`src/rtl/wb_io_arbiter.sv`:
```
// Round-robin Wishbone B3 arbiter: grants the wb_io port to one master per cyc period
// and terminates accesses that no peripheral answers within TIMEOUT cycles.
module wb_io_arbiter #(
    parameter int num_masters = 2,
    parameter int TIMEOUT     = 255
) (
    input  logic                      wb_clk_i,
    input  logic                      wb_rst_i,
    input  logic [32*num_masters-1:0] wbm_adr_i,
    input  logic [32*num_masters-1:0] wbm_dat_i,
    input  logic [4*num_masters-1:0]  wbm_sel_i,
    input  logic [num_masters-1:0]    wbm_we_i,
    input  logic [num_masters-1:0]    wbm_cyc_i,
    input  logic [num_masters-1:0]    wbm_stb_i,
    input  logic [3*num_masters-1:0]  wbm_cti_i,
    input  logic [2*num_masters-1:0]  wbm_bte_i,
    output logic [32*num_masters-1:0] wbm_dat_o,
    output logic [num_masters-1:0]    wbm_ack_o,
    output logic [num_masters-1:0]    wbm_err_o,
    output logic [num_masters-1:0]    wbm_rty_o,
    output logic [31:0]               wbs_adr_o,
    output logic [31:0]               wbs_dat_o,
    output logic [3:0]                wbs_sel_o,
    output logic                      wbs_we_o,
    output logic                      wbs_cyc_o,
    output logic                      wbs_stb_o,
    output logic [2:0]                wbs_cti_o,
    output logic [1:0]                wbs_bte_o,
    input  logic [31:0]               wbs_dat_i,
    input  logic                      wbs_ack_i,
    input  logic                      wbs_err_i,
    input  logic                      wbs_rty_i,
    output logic [num_masters-1:0]    grant_o,
    output logic                      timeout_o
);

    localparam int LW = (num_masters > 1) ? $clog2(num_masters) : 1;
    localparam int CW = $clog2(TIMEOUT + 1);
    localparam logic [CW-1:0] CNT_LAST = CW'(TIMEOUT - 1);
    localparam logic [num_masters-1:0] ONE = {{(num_masters-1){1'b0}}, 1'b1};

    typedef enum logic {IDLE, BUSY} state_t;

    state_t                 r_state, w_state_nxt;
    logic [LW-1:0]          r_gidx, r_last, w_pick;
    logic [num_masters-1:0] r_grant;
    logic [CW-1:0]          r_cnt;
    logic                   r_timeout;
    logic                   w_any, w_gcyc, w_resp, w_fire;

    // Round-robin search starting just above the previous owner.
    always_comb begin
        w_any  = 1'b0;
        w_pick = '0;
        for (int unsigned i = 1; i <= num_masters; i++) begin
            if (!w_any && wbm_cyc_i[LW'((32'(r_last) + i) % num_masters)]) begin
                w_any  = 1'b1;
                w_pick = LW'((32'(r_last) + i) % num_masters);
            end
        end
    end

    assign w_gcyc = wbm_cyc_i[r_gidx];
    assign w_resp = wbs_ack_i | wbs_err_i | wbs_rty_i;
    assign w_fire = (r_state == BUSY) && w_gcyc && wbs_stb_o && !w_resp && (r_cnt == CNT_LAST);

    always_comb begin
        w_state_nxt = r_state;
        case (r_state)
            IDLE:    if (w_any)   w_state_nxt = BUSY;
            BUSY:    if (!w_gcyc) w_state_nxt = IDLE;
            default: w_state_nxt = IDLE;
        endcase
    end

    always_comb begin
        wbs_adr_o = '0;
        wbs_dat_o = '0;
        wbs_sel_o = '0;
        wbs_we_o  = 1'b0;
        wbs_cyc_o = 1'b0;
        wbs_stb_o = 1'b0;
        wbs_cti_o = '0;
        wbs_bte_o = '0;
        wbm_ack_o = '0;
        wbm_err_o = '0;
        wbm_rty_o = '0;
        if (r_state == BUSY) begin
            wbs_adr_o = wbm_adr_i[32*r_gidx +: 32];
            wbs_dat_o = wbm_dat_i[32*r_gidx +: 32];
            wbs_sel_o = wbm_sel_i[4*r_gidx +: 4];
            wbs_we_o  = wbm_we_i[r_gidx];
            wbs_cyc_o = w_gcyc;
            wbs_stb_o = wbm_stb_i[r_gidx] & ~r_timeout;
            wbs_cti_o = wbm_cti_i[3*r_gidx +: 3];
            wbs_bte_o = wbm_bte_i[2*r_gidx +: 2];
            // Late slave responses in the timeout cycle are dropped; only err goes back.
            wbm_ack_o = r_grant & {num_masters{wbs_ack_i & ~r_timeout}};
            wbm_rty_o = r_grant & {num_masters{wbs_rty_i & ~r_timeout}};
            wbm_err_o = r_grant & {num_masters{wbs_err_i | r_timeout}};
        end
    end

    assign wbm_dat_o = {num_masters{wbs_dat_i}};
    assign grant_o   = r_grant;
    assign timeout_o = r_timeout;

    always_ff @(posedge wb_clk_i) begin
        if (wb_rst_i) begin
            r_state   <= IDLE;
            r_grant   <= '0;
            r_gidx    <= '0;
            r_last    <= LW'(num_masters - 1);
            r_cnt     <= '0;
            r_timeout <= 1'b0;
        end else begin
            r_state   <= w_state_nxt;
            r_timeout <= w_fire;
            if (r_state == IDLE && w_any) begin
                r_gidx  <= w_pick;
                r_grant <= ONE << w_pick;
            end else if (r_state == BUSY && !w_gcyc) begin
                r_grant <= '0;
                r_last  <= r_gidx;
            end
            if (r_state != BUSY || w_resp || !wbs_stb_o || w_fire)
                r_cnt <= '0;
            else
                r_cnt <= r_cnt + CW'(1);
        end
    end

endmodule

```
`config.mk`:
```
export PLATFORM = sky130hd
export DESIGN_NAME = wb_io_arbiter
export DESIGN_NICKNAME = d
export VERILOG_FILES = /design/src/rtl/wb_io_arbiter.sv
export SDC_FILE = /design/constraint.sdc
export NUM_CORES = 1
export LEC_CHECK = 0
export ABC_CLOCK_PERIOD_IN_PS = 2700
export CAP_MARGIN = 20
export CORE_AREA = 4 4 131 133
export CTS_CLUSTER_DIAMETER = 50
export DETAILED_ROUTE_END_ITERATION = 12
export DIE_AREA = 0 0 135 137
export PLACE_DENSITY = 0.65
export SLEW_MARGIN = 20
export SYNTH_ARGS = -nofsm -noshare
export SYNTH_HDL_FRONTEND = slang
export SYNTH_SLANG_ARGS = --single-unit
```
`constraint.sdc`:
```
create_clock -name wb_clk_i -period 2.7 [get_ports wb_clk_i]
set_clock_uncertainty 0.05 [all_clocks]
set_input_delay 0.405 -clock wb_clk_i [delete_from_list [all_inputs] [get_ports wb_clk_i]]
set_output_delay 0.405 -clock wb_clk_i [all_outputs]
set_load 0.02 [all_outputs]
```
==> summary.md <==
| Metric | Value |
|---|---|
| Top flip-flop cell by instance count after synthesis | sky130_fd_sc_hd__dfxtp_1 |
| Most area-consuming cells after synthesis | sky130_fd_sc_hd__mux2i_1, sky130_fd_sc_hd__buf_4, sky130_fd_sc_hd__nor2b_1 |
| Yosys warnings | 0 |
| Hold_buf cts | 0 |
| Async set-reset flop share out of synthesis | 0 |
| Share of the yosys chip area belonging to registers | 0.113 |
| Total number of nets in the final design | 672 |
| Maximum clock frequency | 0.408 GHz |
| Arrival time at the worst endpoint | 2.00 ns |
| Number of instances on the worst hold path | 2 |
| Static leakage | 1.64 nW |
| Worst Setup Path Type | reg2out |
| End point of the most critical hold path | r_cnt[5] |
| Avg Inst Size Synth | 7.98 um2 |
| Total count of max-transition violations in the final report | 0 |
| Period utilisation layout | 0.909 |
| Nature of the critical path startpoint | flip-flop |
| Startpoint of the lowest-slack register-to-register path | r_gidx |
| Number of sinks driven by the clock tree | 14 |
| Capture instance of the worst register-to-register path | r_cnt[5] |
| Cell count after synthesis | 311 |
| Buffers inserted by post-CTS timing repair | 0 |
| Worst vdd rail ir drop | 0.000169 V |
| Via-per-instance ratio | 3.83 |
| Hold Violations, Final | 0 |
| Worst setup slack for register-to-register paths | 0.98 ns |
| Largest net degree at the start of global routing | 57 |
| Buffer levels on the longest clock path | 2 |
| Quantity of I/O buffers inserted on ports | 241 |
| Power density over cell area | 272 nW/um2 |
| Core region area | 15800 um2 |
| Cell Area, Synth | 2480 um2 |
| Maximum level of the CTS H-tree | 1 |
| Shortest period the worst path allows | 2.45 ns |
| Status | finished clean |
| Gr ovfl total | 0 |
| Worst-case reg-to-reg path depth | 4 |
| Overall Power | 0.00130 W |
| Area Growth Syn to Fin | 91.9% |
| Post-synthesis cell type count | 31 |
| Initial antenna violation count | 0 |
| Required time of the worst setup path | 2.25 ns |
| Inserted Clock Buffers | 3 |
| Setup-violating endpoint count in the final report | 0 |
| Post-synth EDFFs | 0 |
| Syn Nets | 502 |
| DRT iter0 DRCs | 82 |
| Clk slew on worst S/H paths | 0.05 ns |
| Sum Neg Setup Slack | 0 ns |
| Number of flip-flops and latches in the synthesized netlist | 14 |
| Width of the chip | 135 um |
| HPWL Detailed | 9.23 mm |
| Number of inserted diodes | 0 |
| CTS tree | built |
| Fraction of layout cells with a size suffix above 1 | 0.0313 |
| Largest fanout on the critical path | 56 |
| Post-synth top area share | 0.306 |
| Start point of the worst min-delay path | r_cnt[5] |
| Average wire length per cell after detail routing | 15.6 um |
| DIE HEIGHT | 137 um |
| Library cell occupying the most area in the post-synthesis netlist | sky130_fd_sc_hd__mux2i_1 |
| Starting density of the core | 0.157 |
| Site Rows | 46 |
| Wire length of the first global-routing pass | 15.3 mm |
| Count of cells resized by post-cts repair | 0 |
| Placer Congestion | 0.727 |
| Number of remaining DRC errors | 0 |
| Total global-route track usage | 0.102 |
| Number of global-route vias before repair | 2772 |
| Type of element capturing the critical path | output port |
| Sum of routed wire length over all layers | 10.8 mm |
| Clock network latency to the later pin of the worst-skew pair | 0.24 ns |
| Detail Route Antenna Nets | 0 |
| Number of I/O pins | 338 |
| Die outline area | 18500 um2 |
| Total number of vias | 2668 |
| Slew at the pin closest to its max-slew limit | 0.462 ns |
| Relative max-transition margin | 0.692 |
| Unrepaired setup endpoints after global routing | false |
| CTS root buf | sky130_fd_sc_hd__clkbuf_16 |
| Max-cap violation count | 0 |
| Number of detailed-route iterations in the first pass | 4 |
| Class of the tightest hold or removal check | reg2reg |
## worst max-delay path: stages, from the launching register on
cell,delay (ns)
sky130_fd_sc_hd__dfxtp_2,0.40
sky130_fd_sc_hd__buf_4,0.42
sky130_fd_sc_hd__nor2b_1,0.24
sky130_fd_sc_hd__clkdlybuf4s50_1,0.65
## per-stage QoR
step | area (um2) | cells | util | hold WS, ns | worst slack [ns]
finish | 4760 | 696 | 0.301 | 0.488 | 0.247
global route | 4760 | 696 | 0.301 | 0.516 | 0.106
CTS | 4760 | 696 | 0.301 | 0.498 | 0.188
detailed placement | 4680 | 692 | 0.295 | 0.484 | 0.313
global placement | 4680 | 692 | 0.295 | 0.447 | 0.364
floorplan | 2480 | 311 | - | 0.424 | 0.967
## cell usage in the layout (no fill, tap or decap), types with 3 or more instances in the layout
cell type | Yosys | layout
sky130_fd_sc_hd__nor3_1 | 5 | 5
sky130_fd_sc_hd__clkdlybuf4s50_1 | 0 | 241
sky130_fd_sc_hd__a21oi_1 | 3 | 3
sky130_fd_sc_hd__dfxtp_1 | 14 | 12
sky130_fd_sc_hd__o21ai_0 | 6 | 6
sky130_fd_sc_hd__inv_1 | 6 | 6
sky130_fd_sc_hd__nor2b_1 | 79 | 79
sky130_fd_sc_hd__nor2_1 | 6 | 6
sky130_fd_sc_hd__nand3_1 | 4 | 4
sky130_fd_sc_hd__buf_4 | 66 | 4
sky130_fd_sc_hd__a211oi_1 | 3 | 3
sky130_fd_sc_hd__clkbuf_16 | 0 | 3
sky130_fd_sc_hd__and3_1 | 5 | 5
sky130_fd_sc_hd__mux2i_1 | 76 | 76
## sequential cells by signal, indices dropped and copies added, names as in the netlist
register,count
r_cnt,8
r_state,1
grant_o,2
r_gidx,1
timeout_o,1
r_last,1
## cell families (layout without fill, tap and decap cells)
family	after synthesis	in the layout	share of synthesized area
and+or+nand+nor	110	110	0.274
buffers and inverters	88	257	0.236
muxes	77	77	0.312
AOI/OAI and AO/OA	17	17	0.0444
DFF	14	14	0.113
xor gates and xnor gates	3	3	0.0106
adders and majority gates	2	2	0.0101
## how the worst max path moves through the flow
stage	slack (ns)	from	to
3_3_place_gp	0.36	wbm_cyc_i[0]	wbs_cyc_o
2_1_floorplan	0.97	r_gidx	wbs_adr_o[0]
6_report	0.25	r_state	wbs_dat_o[24]
4_1_cts	0.19	r_state	wbs_cyc_o
5_1_grt	0.11	r_state	wbs_cyc_o
3_5_place_dp	0.31	wbm_cyc_i[0]	wbs_cyc_o
## routing by layer
layer | part of all wire | global-route usage | wire (um)
met5 | 0 | 0 | 0
met4 | 0.0044 | 0.0140 | 48
met3 | 0.10 | 0.0335 | 1090
met2 | 0.51 | 0.191 | 5580
met1 | 0.38 | 0.116 | 4120
## cell type report
cell class / instances / area, um2
Clock buffer: 4 / 88.8
Fill cell: 1661 / 11100
Inverter: 6 / 22.5
Multi-Input combinational cell: 209 / 1620
Sequential cell: 14 / 285
Tap cell: 216 / 270
Timing Repair Buffer: 247 / 2480
## Yosys cell counts, types with 2 or more instances
cell type	count
sky130_fd_sc_hd__nor2b_1	79
sky130_fd_sc_hd__mux2i_1	76
sky130_fd_sc_hd__buf_4	66
sky130_fd_sc_hd__dfxtp_1	14
sky130_fd_sc_hd__clkbuf_1	9
sky130_fd_sc_hd__buf_2	7
sky130_fd_sc_hd__inv_1	6
sky130_fd_sc_hd__nor2_1	6
sky130_fd_sc_hd__o21ai_0	6
sky130_fd_sc_hd__and3_1	5
sky130_fd_sc_hd__nor3_1	5
sky130_fd_sc_hd__nand3_1	4
sky130_fd_sc_hd__a211oi_1	3
sky130_fd_sc_hd__a21oi_1	3
sky130_fd_sc_hd__ha_1	2
sky130_fd_sc_hd__nand2_1	2
sky130_fd_sc_hd__nand2b_1	2
sky130_fd_sc_hd__nand3b_1	2
sky130_fd_sc_hd__xor2_1	2
## report_power, final
part | leakage (nW) | internal (W) | total (W) | switching (W)
Clock | 0.0442 | 0.000225 | 0.000311 | 0.0000866
Sequential | 0.115 | 0.000214 | 0.000229 | 0.0000146
Combinational | 1.48 | 0.000456 | 0.000756 | 0.000301
No activity file was read; power rests on OpenSTA's default activity.
==> RTL edit: new RTL, config.mk and constraints unchanged <==
Change the parameter `num_masters` from 2 to 1.
--- a/src/rtl/wb_io_arbiter.sv
+++ b/src/rtl/wb_io_arbiter.sv
@@ -1,7 +1,7 @@
 // Round-robin Wishbone B3 arbiter: grants the wb_io port to one master per cyc period
 // and terminates accesses that no peripheral answers within TIMEOUT cycles.
 module wb_io_arbiter #(
-    parameter int num_masters = 2,
+    parameter int num_masters = 1,
     parameter int TIMEOUT     = 255
 ) (
     input  logic                      wb_clk_i,
Interface: changed (13 resized); port bits go from 338 to 226. No check against the original RTL was run, so the function may have changed too.
==> RTL edit against the original RTL <==
- hold slack worse by 0.057 ns
- sequential power is 27% lower
- critical path depth is the same
- fmax increased by 9.5%
- design area shrank 38%
- worst setup slack improved by 0.21 ns
- power fell by 42%
- sequential cell count down 3
- synthesized area fell by 49%
- routed wire length down 52%
- critical endpoint is now wbs_cyc_o
- largest cell class unchanged
- largest power group unchanged
- highest routed layer unchanged
==> RTL edit: results (changes against the original RTL) <==
* Worst-path clk slew at 0.04 ns
* WP data arrival at 1.79 ns (was 2.00 ns)
* Avg Synthesized Cell Area at 7.382 sq um (was 7.982 sq um)
* Vias in the first global route at 1411 (was 2772)
* FFs w/ async S/R, synth at 0 (unchanged)
* GR Layer Usage met2 at 0.06976 (was 0.1915)
* PortBufs at 161 (was 241)
* H-tree levels at 1 (unchanged)
* EDFF count, synth at 0 (unchanged)
* Status: complete, no violations (unchanged)
* Antenna violations before repair at 0 (unchanged)
* Nets at 415 (was 672)
* Cts repair resizes at 0 (unchanged)
* Non-Filler Instances at 513 (was 696)
* Seq/Total Area, Yosys at 0.1755 (was 0.1129)
* Vias per Instance at 2.986 (was 3.833)
* Setup Buffers After CTS at 0 (unchanged)
* LEAKAGE at 0.001030 uW (was 0.001635 uW)
* Max FFs per register at 8 (unchanged)
* Place WS at 0.4536 ns (was 0.3131 ns)
* Worst reg2reg path depth at 4 (unchanged)
* Met3 Use GR at 0.01581 (was 0.03346)
* Most common library cells after synthesis: and2_1 (74), buf_4 (32), dfxtp_1 (11) (was nor2b_1 (79), mux2i_1 (76), buf_4 (66))
* Switching pwr at 193.5 uW (was 402.0 uW)
* Gpl congestion at 0.6794 (was 0.7272)
* Layout cells sized above 1 at 0.03030 (was 0.03125)
* Largest net degree at the start of global routing at 46 (was 57)
* Met1 Usage GRT at 0.05657 (was 0.1160)
* Final WL at 5234 um (was 10840 um)
* Dominant cells by area after synthesis: and2_1 (37%), buf_4 (19%), dfxtp_1 (18%) (was mux2i_1 (31%), buf_4 (20%), nor2b_1 (20%))
* Worst min path class: reg -> reg (unchanged)
* Fill count at 1758 (was 1661)
* Placed wire-length estimate at 4444 um (was 9231 um)
* Total GRT Usage at 0.04588 (was 0.1024)
* Clock Path Buffers at 2 (unchanged)
* Relative max-transition margin at 0.6862 (was 0.6921)
* Reg with most FFs: r_cnt (unchanged)
* Synth cell types at 29 (was 31)
* Critical path fanouts, max at 4 (was 56)
* Clock insertion delay at the later pin of the skew report at 0.24 ns (about the same)
* Main synth FF type: dfxtp_1 (unchanged)
* First-pass GRT wire length at 6844 um (was 15350 um)
* Peak VDD IR at 0.0001400 V (was 0.0001692 V)
* Post-Place Cells at 509 (was 692)
* Syn Nets at 287 (was 502)
* Synth Warn # at 0 (unchanged)
* Number of iterations in the first detailed-routing pass at 3 (was 4)
* Initial DRC Count at 20 (was 82)
* CTS Buf Count at 3 (unchanged)
* # diodes at 0 (unchanged)
* Hold Path Depth at 2 (unchanged)
* Clk root buf: clkbuf_16 (unchanged)
[RTL edit: area by class of cell]
cell class / count / area share
Clock buffer: 4 / 0.02662
Inverter: 3 / 0.003802
Multi-Input combinational cell: 116 / 0.2543
Sequential cell: 11 / 0.07478
Tap cell: 216 / 0.09125
Timing Repair Buffer: 163 / 0.5492
[RTL edit: kinds of logic after synthesis]
kind of cell    share of synthesized area
buf+inv                            0.2243
mux                              0.007976
flops                              0.1755
fa+ha+maj                         0.03988
simple gates                       0.4915
compound gates                    0.03989
xor+xnor                          0.02094
[RTL edit: through the flow]
stage                 util  cell area, sq um
floorplan                -              1255
global placement    0.1821              2883
detailed placement  0.1821              2883
CTS                 0.1871              2962
global route        0.1871              2962
finish              0.1871              2962
[RTL edit: metal layers]
metal	wire length (um)	share of wire	up-vias
met5	0	0	-
met4	172	0.033	0
met3	673	0.13	20
met2	2361	0.45	99
met1	2027	0.39	651
li1	-	-	762
[RTL edit: worst paths after layout]
kind	from	slack [ns]	end
hold / removal	r_cnt[6]	0.43	r_cnt[6]
hold reg to reg	r_cnt[6]	0.43	r_cnt[6]
setup reg to reg	r_state	1.25	r_cnt[5]
setup / recovery	wbm_cyc_i	0.46	wbs_cyc_o
[RTL edit: power by group through the flow]
stage	Sequential [uW]	Clock, uW	Combinational [uW]
after floorplan	171	0	176
final	167	272	318
after global placement	171	0	322
after global routing	168	285	340
after detailed placement	171	0	323
after CTS	168	278	324
[RTL edit: critical path: stages]
cell and delay [ns]:
clkdlybuf4s50_1 0.52, ha_1 0.23, clkdlybuf4s50_1 0.62
